==> src/rtl/fetch_unit.sv <==
// Instruction fetch stage: owns the fetch PC, issues single outstanding word
// requests to instruction memory and buffers returned {pc, instruction} pairs
// in a circular prefetch queue consumed by the decoder.
module fetch_unit #(
  parameter logic [31:0] RESET_PC = 32'h0000_0000,
  parameter int unsigned DEPTH    = 4
) (
  input  logic        clock,
  input  logic        reset_n,
  output logic        imem_req,
  output logic [31:0] imem_addr,
  input  logic        imem_ack,
  input  logic [31:0] imem_rdata,
  output logic        inst_valid,
  output logic [31:0] inst_data,
  output logic [31:0] inst_pc,
  input  logic        inst_ready,
  input  logic        redirect,
  input  logic [31:0] redirect_pc
);

  localparam int unsigned PW = $clog2(DEPTH);
  localparam int unsigned CW = PW + 1;
  localparam logic [31:0] RESET_ADDR = RESET_PC & ~32'h3;

  typedef enum logic [1:0] {IDLE, REQ, DISCARD} state_t;

  state_t          state, state_next;
  logic [31:0]     fetch_pc, fetch_pc_next;
  logic            req_next;
  logic [31:0]     addr_next;
  logic [31:0]     target;
  logic [31:0]     redir_pc;

  logic [31:0]     q_pc   [DEPTH];
  logic [31:0]     q_data [DEPTH];
  logic [PW-1:0]   rd_ptr, wr_ptr;
  logic [CW-1:0]   count, count_next;

  logic            ack, pop, push, slot_free;

  assign redir_pc = redirect_pc & ~32'h3;
  assign ack      = imem_req & imem_ack;
  assign pop      = inst_valid & inst_ready;
  assign push     = (state == REQ) & ack & ~redirect;

  assign inst_valid = (count != '0);
  assign inst_data  = q_data[rd_ptr];
  assign inst_pc    = q_pc[rd_ptr];

  // Queue occupancy after this cycle's push/pop; a redirect empties it.
  always_comb begin
    count_next = count;
    if (redirect) count_next = '0;
    else          count_next = count + CW'(push) - CW'(pop);
  end

  // A request is only launched when its returning word is guaranteed a slot.
  assign slot_free = (count_next < CW'(DEPTH));

  // Fetch FSM next-state and registered request outputs.
  always_comb begin
    state_next    = state;
    fetch_pc_next = fetch_pc;
    req_next      = imem_req;
    addr_next     = imem_addr;
    target        = fetch_pc;
    case (state)
      IDLE: begin
        target        = redirect ? redir_pc : fetch_pc;
        fetch_pc_next = target;
        if (slot_free) begin
          state_next = REQ;
          req_next   = 1'b1;
          addr_next  = target;
        end
      end
      REQ: begin
        if (ack) begin
          target        = redirect ? redir_pc : imem_addr + 32'd4;
          fetch_pc_next = target;
          if (slot_free) begin
            req_next  = 1'b1;
            addr_next = target;
          end else begin
            state_next = IDLE;
            req_next   = 1'b0;
          end
        end else if (redirect) begin
          state_next    = DISCARD;
          fetch_pc_next = redir_pc;
        end
      end
      DISCARD: begin
        target        = redirect ? redir_pc : fetch_pc;
        fetch_pc_next = target;
        if (ack) begin
          if (slot_free) begin
            state_next = REQ;
            req_next   = 1'b1;
            addr_next  = target;
          end else begin
            state_next = IDLE;
            req_next   = 1'b0;
          end
        end
      end
      default: begin
        state_next = IDLE;
        req_next   = 1'b0;
      end
    endcase
  end

  // Fetch FSM state, fetch PC and request registers.
  always_ff @(posedge clock or negedge reset_n) begin
    if (!reset_n) begin
      state     <= IDLE;
      fetch_pc  <= RESET_ADDR;
      imem_req  <= 1'b0;
      imem_addr <= RESET_ADDR;
    end else begin
      state     <= state_next;
      fetch_pc  <= fetch_pc_next;
      imem_req  <= req_next;
      imem_addr <= addr_next;
    end
  end

  // Prefetch queue storage and pointers; redirect flush wins over push.
  always_ff @(posedge clock or negedge reset_n) begin
    if (!reset_n) begin
      rd_ptr <= '0;
      wr_ptr <= '0;
      count  <= '0;
      for (int unsigned i = 0; i < DEPTH; i++) begin
        q_pc[i]   <= '0;
        q_data[i] <= '0;
      end
    end else begin
      count <= count_next;
      if (redirect) begin
        rd_ptr <= '0;
        wr_ptr <= '0;
      end else begin
        if (push) begin
          q_pc[wr_ptr]   <= imem_addr;
          q_data[wr_ptr] <= imem_rdata;
          wr_ptr         <= wr_ptr + PW'(1);
        end
        if (pop) rd_ptr <= rd_ptr + PW'(1);
      end
    end
  end

endmodule

==> config.mk <==
export PLATFORM = sky130hd
export DESIGN_NAME = fetch_unit
export DESIGN_NICKNAME = d
export VERILOG_FILES = /design/src/rtl/fetch_unit.sv
export SDC_FILE = /design/constraint.sdc
export NUM_CORES = 1
export LEC_CHECK = 0
export CELL_PAD_IN_SITES_DETAIL_PLACEMENT = 1
export CELL_PAD_IN_SITES_GLOBAL_PLACEMENT = 2
export CORE_ASPECT_RATIO = 1.1
export CORE_MARGIN = 2
export CORE_UTILIZATION = 41
export CTS_BUF_LIST = sky130_fd_sc_hd__clkbuf_4
export DETAILED_ROUTE_END_ITERATION = 10
export GPL_TIMING_DRIVEN = 0
export HOLD_SLACK_MARGIN = 0.08
export PLACE_DENSITY_LB_ADDON = 0.1
export RECOVER_POWER = 100
export SLEW_MARGIN = 20
export SYNTH_ARGS = -nofsm -noshare
export SYNTH_HDL_FRONTEND = slang
export SYNTH_SLANG_ARGS = --single-unit
==> constraint.sdc <==
create_clock -name clock -period 3.4 [get_ports clock]
set_input_delay 0.68 -clock clock [delete_from_list [all_inputs] [get_ports clock]]
set_output_delay 0.68 -clock clock [all_outputs]
set_load 0.02 [all_outputs]
# Yosys cells after proc, flatten, opt, wreduce, memory -nomap -nowiden
# Cells that the tools add are included.
dict set report totals {
  ff_bits 330
  inputBits 69
  elab_cells 88
}
dict set report op_classes {
  add_sub_neg 5
  magnitude_cmp 4
  n_eq_ne 9
  n_mux 35
  n_bitwise 7
  n_reduce_logical 13
}
# cell count
set ops {}
lappend ops {{$mux 32} 12}
lappend ops {{$bwmux 128} 2}
lappend ops {{$bmux 32 s2} 2}
lappend ops {{$pmux 32 s3} 1}
lappend ops {{$demux 32 s2} 1}
lappend ops {{$pmux 32 s2} 1}
lappend ops {{$add 32x3->32 const B} 1}
lappend ops {{$mux 2} 9}
lappend ops {{$ne 2x2->1 const B} 4}
lappend ops {{$reduce_and 4->1} 2}
lappend ops {{$ge 3x3->1 const B} 2}
lappend ops {{$ne 3x3->1 const B} 2}
lappend ops {{$not 2->3} 2}
lappend ops {{$pmux 2 s3} 1}
lappend ops {{$reduce_bool 2->1} 3}
lappend ops {{$reduce_bool 3->1} 2}
lappend ops {{$add 2x1->2 const B} 2}
lappend ops {{$and 1x1->1} 4}
lappend ops {{$mux 1} 4}
lappend ops {{$reduce_and 2->1} 2}
lappend ops {{$reduce_or 2->1} 2}
lappend ops {{$add 3x1->3} 1}
lappend ops {{$lt 3x1->1 const B} 1}
lappend ops {{$lt 3x3->1 const B} 1}
lappend ops {{other kinds (9)} 9}

# Longest topological paths before layout
dict set report logic_depth {
  depth_word 10
  mapped_depth 15
  ltp_nobuf 15
}

# Worst setup path after synthesis
# OpenSTA, ideal clock, no wires.
dict set report synth_timing {
  path_kind {register to register}
  from {register count[1]}
  to {register imem_addr[28]}
  arrival_ns 3.042
  t_required_ns 3.317
  path_slack_ns 0.275
  stages_incl_launch_ff 13
  path_buffers 1
  path_cell_list {dfrtp_1 > or3_1 > and2_1 > ha_1 > inv_1 > ha_1 > inv_1 > fa_1 > xnor3_1 > o311ai_4 > clkbuf_1 > a21oi_1 > o22ai_1}
}
dict set report synth_via {
  elab_chain_len 8
  elab_cells_between_ends 11
  classes_between {add/sub (2); order compare (1); eq/ne (1); mux (4); bitwise (1); reduce/logical (2)}
}
# element line
set synth_lines {}
lappend synth_lines {{from (decl)} 38} ;# logic [CW-1:0] count, count_next;
lappend synth_lines {{from (signal assigned)} 141} ;# count <= count_next;
lappend synth_lines {{$reduce_bool 3->1 *} 47} ;# assign inst_valid = (count != '0);
lappend synth_lines {{via inst_valid} 14} ;# output logic inst_valid,
lappend synth_lines {{$and 1x1->1 *} 44} ;# assign pop = inst_valid & inst_ready;
lappend synth_lines {{$sub 3x1->3 *} 55} ;# else count_next = count + CW'(push) - CW'(pop);
lappend synth_lines {{$mux 3 *} 54} ;# if (redirect) count_next = '0;
lappend synth_lines {{$lt 3x3->1 *} 59} ;# assign slot_free = (count_next < CW'(DEPTH));
lappend synth_lines {{$mux 32 (2 in a row)} n/a}
lappend synth_lines {{$pmux 32 s3} n/a}
lappend synth_lines {{to (signal assigned)} 126} ;# imem_addr <= addr_next;
lappend synth_lines {{to (decl)} 11} ;# output logic [31:0] imem_addr,
# Mark *: on every way through the listed nets, which the timed path passes. The rest lies on a longest branch. The select of a mux whose other input is x is not followed.
# A chain may end at the register's enable or synchronous reset.

# Final worst setup path
dict set report layout_timing {
  from {register state[1]}
  to {register imem_addr[13]}
}
dict set report layout_via {
  elab_chain_len 10
  elab_cells_between_ends 17
  classes_between {add/sub (2); order compare (1); eq/ne (5); mux (4); bitwise (2); reduce/logical (3)}
}
# element line
set layout_lines {}
lappend layout_lines {{from (decl)} 28} ;# state_t state, state_next;
lappend layout_lines {{from (signal assigned)} 123} ;# state <= state_next;
lappend layout_lines {{$eq 2x1->1} {45, 68}}
lappend layout_lines {{$and 1x1->1 (2 in a row)} 45} ;# assign push = (state == REQ) & ack & ~redirect;
lappend layout_lines {{$add 3x1->3} 55}
lappend layout_lines {{$sub 3x1->3} 55}
lappend layout_lines {{$mux 3} 54}
lappend layout_lines {{$lt 3x3->1} 59}
lappend layout_lines {{$mux 32 (2 in a row)} n/a}
lappend layout_lines {{$pmux 32 s3} 68} ;# case (state)
# Parallel ways exist; a longest one is shown, timed or not. The select of a mux whose other input is x is not followed.

==> impl.org <==
** Die
- Initial Util :: between 40% and 50%
- Number of placement rows :: 74
- The die is 188 µm wide.
- Die area :: 0.0389 mm²
- Vertical extent of the die :: 207 µm
- Core outline area :: 0.0369 mm²
- Count of boundary I/O pins :: 167

** Final layout
- Most frequent standard cell in the layout excluding fill and tap cells :: dfrtp_1
- Total area of multi-input combinational cells :: 0.00662 mm²
- Fill cells in the final layout number 3808.
- Net total in the final layout :: 1514
- From synthesis to final layout, the design area changed by 23.4%.
- Summing all non-filler instances in the final layout gives an area of 0.0189 mm².
- The top cell types in the final layout, fill and taps aside, are 330 x dfrtp_1, 220 x mux2_2, 140 x clkbuf_4, 89 x clkdlybuf4s50_1, 75 x o21ai_0.
- Of the cells placed in the final design, the portion with a size suffix greater than 1 is 32.1%.
- Register area :: just over 0.008 mm²

** GRT
- The number of antenna violations at the first check in global routing came to 1.
- Entering global routing, the biggest net connects between 90 and 100 pins.
- Global-route wire length before repair :: 69.2 mm
- After global routing the overflow that remains totals 0.
- Combined global-route utilization of all metal layers :: between 20% and 30%
- Vias in the first global route :: 11900

** Worst setup path
- Required time reported for the critical path endpoint :: 4.02 ns
- Worst endpoint data arrival time :: 3.86 ns
- Worst setup path class :: reg -> reg
- The worst setup path is launched from a flip-flop.
- STA classifies the critical path endpoint as a flip-flop.
- Maximum fanout along the worst path :: 7

** Pwr
- Tot Pwr :: 15400 µW
- Dividing total power by cell area gives a power density of between 800 and 900 mW/mm².
- Standby leakage power :: just under 0.009 µW
- VDD sags by at most 0.370 mV.

** Yosys
- Synthesis inferred 330 register bits.
- Post-synth top area share :: 53.9%
- Post-synthesis cell count :: between 1000 and 1500
- Top FF cell, synth :: dfrtp_1
- After synthesis, the mean cell area works out to 13.2 µm².
- Mapped cell area :: 0.0153 mm²
- After synthesis, the share of cell area in mux cells is approximately a quarter.
- Area share of xor/xnor cells in the synthesized design :: 1.92%
- Combinational family with the most area after synthesis :: multiplexers
- The synthesized netlist devotes between 1 and 1.5% of its cell area to adder and majority cells.
- Number of distinct standard cells referenced by the synthesized netlist :: between 50 and 60
- Post-synthesis sequential area ratio :: 53.9%
- Ys async rst share :: 100%
- dfrtp_1 takes more of the synthesized area than any other cell.
- Compound-Gate Fraction of Synth Area :: 9.08%
- By area the synthesized netlist is led by dfrtp_1 54%, mux2_2 16%, mux4_2 9.4%.
- The synthesized design contains 0 enable-type register cells.
- Area fraction in and, or, nand and nor cells after synthesis :: ~5.2%
- When the netlist entered floorplanning its net count stood at 1244.
- Yosys synthesis warning count :: 0

** CTS
- In this run, CTS created clock tree buffers numbering 93.
- The tree is rooted in a clkbuf_4.
- Deepest level of the CTS H-tree :: 3
- At the later pin of the worst-skew pair, clock insertion delay measures approximately 0.78 ns.
- CTS sink count :: 330
- Clock-pin slew was measured on the worst setup and hold paths at 0.06 ns.
- Buffers from clock root to sink, at most :: 3
- CTS tree :: built

** Outcome
- The flow ran to the end, but the final reports show violations.
- The final reports fail on capacitance limit, slew limit.

** Detailed routing
- Dividing the detail-routed wire length by the instance count gives 22.1 µm.
- The first detailed-routing pass took 5 iterations.
- The routed layout has 10900 vias.
- After detailed routing, the number of remaining DRC violations is 0.
- Number of vias per cell after detailed routing :: 5.48
- Number of routed nets with antenna violations :: 0
- For this block, the routed nets add up to around 44 mm of wire.
- Number of DRC markers after the initial detailed-route iteration :: between 500 and 600

** STA
- Headroom to the max-slew limit came out at -66.0%.
- On the final layout, the worst clock skew is 0.0566 ns.
- Final max-slew violation count :: 46
- Setup violations remaining at the end of the flow were counted as 0.
- The total count of hold-check failures in the final report is 0.
- The worst path in the final design needs a cycle of 3.24 ns, including I/O delays and setup.
- Slew of the pin with the lowest slew margin :: 2.49 ns
- In the finished design, the share of the clock period the worst path needs comes to 95.3%.
- In the final timing run, aggregate negative setup slack is 0 ns.
- Maximum clock frequency :: 309 MHz

** Place
- Number of buffers inserted by port buffering :: 164
- Placed wire-length estimate :: 29.9 mm
- Summing all placed instances gives a cell area of 0.0177 mm².
- The congestion estimate from routability-driven global placement came to just over 0.8.

** Min path
- Type of the worst min-delay path :: reg -> reg

** Job
- The tool flagged a number of max-cap violations equal to 1.
[sequential cells by signal, indices dropped and copies added, names as in the netlist]
| register | cells |
|---|---|
| imem_addr | 32 |
| count | 3 |
| imem_req | 1 |
| rd_ptr | 2 |
| q_data | 128 |
| state | 2 |
| fetch_pc | 32 |
| wr_ptr | 2 |
| q_pc | 128 |
[cell usage after synthesis, types with 2 or more instances]
library cell / number
o221ai_1: 2
a22o_1: 3
nand4_2: 3
a222oi_1: 6
clkbuf_1: 55
o2bb2ai_1: 5
buf_2: 24
and3_1: 5
a22oi_1: 19
nor2_1: 50
dfrtp_1: 330
mux2_2: 220
nor2b_1: 2
a211oi_1: 3
a31oi_1: 6
mux2i_1: 5
xnor2_1: 19
a2bb2oi_1: 4
a21oi_1: 42
ha_1: 11
nor3_1: 3
buf_1: 7
clkbuf_2: 2
o21ai_0: 75
inv_1: 22
mux4_2: 64
o22ai_1: 40
xor2_1: 12
nand4_1: 7
o31a_1: 8
nand3_1: 15
or3_1: 2
nand2_1: 68
[repair_timing]
item	CTS	global route
hold buffers	1	0
buffers inserted	3	3
pin swaps	1	3
gates resized for setup	75	22
endpoints found under the setup margin	92	62
endpoints found under the hold margin	44	0
[worst max-delay path: stages (launching register included)]
cell and delay, ns:
dfrtp_1 0.42, inv_1 0.12, ha_2 0.22, nand2b_4 0.08
nor2_4 0.12, inv_1 0.06, ha_1 0.28, inv_1 0.06
ha_1 0.13, inv_1 0.05, fa_1 0.37, xnor3_2 0.29
o311ai_4 0.28, buf_6 0.17, buf_4 0.11, buf_4 0.12
a31oi_1 0.04, a2bb2oi_1 0.16
[path summary, 6_finish.rpt]
path | end | depth (start not counted) | slack [ns] | from
max in group asynchronous | q_pc[27] | 4 | 0.37 | reset_n
min in group asynchronous | q_data[117] | 2 | 1.29 | reset_n
setup reg to reg | imem_addr[13] | 17 | 0.16 | state[1]
setup / recovery | imem_addr[13] | 17 | 0.16 | state[1]
hold / removal | q_pc[30] | 2 | 0.47 | q_pc[30]
hold reg to reg | q_pc[30] | 2 | 0.47 | q_pc[30]
[area by class of cell]
cell class / instances / area share (%)
Antenna cell: 1 / 0.0132
Buffer: 89 / 2.41
Clock buffer: 132 / 5.25
Clock inverter: 23 / 0.629
Inverter: 22 / 0.437
Multi-Input combinational cell: 722 / 35.1
Sequential cell: 330 / 43.7
Tap cell: 494 / 3.27
Timing Repair Buffer: 175 / 9.20
[kinds of logic (layout without fill, tap and decap cells)]
logic type,count (synthesis),in the layout
buffers and inverters,111,441
muxes,289,289
DFF,330,330
and+or+nand+nor,166,166
AOI/OAI and AO/OA,223,223
adders and majority gates,12,12
xor gates and xnor gates,32,32
other,0,1
[metrics by stage]
step / setup slack (ns) / utilization, % / std cells / hold slack, ns
after global routing: -0.0144 / 51.1 / 1988 / 0.496
final: 0.159 / 51.1 / 1988 / 0.471
after global placement: -13.41 / 47.6 / 1821 / 0.458
after floorplan: 0.275 / - / 1163 / 0.384
after CTS: 0.0000790 / 51.1 / 1984 / 0.400
after detailed placement: -1.54 / 47.9 / 1825 / 0.466
[layer usage]
metal  routed length (µm)  GRT usage (%)  up-vias
li1                     -              -     4890
met1                19300           30.5     5646
met2                21700           38.9      276
met3                 1830           4.34       78
met4                 1080           8.77        0
met5                    0              0        -
[power breakdown]
part           switching (µW)  total [µW]  internal [µW]
combinational            3630        6520           2890
sequential                581        5320           4740
clock                    1680        3520           1840
total                    5880       15400           9470
Power figures use the tool's default switching activity.
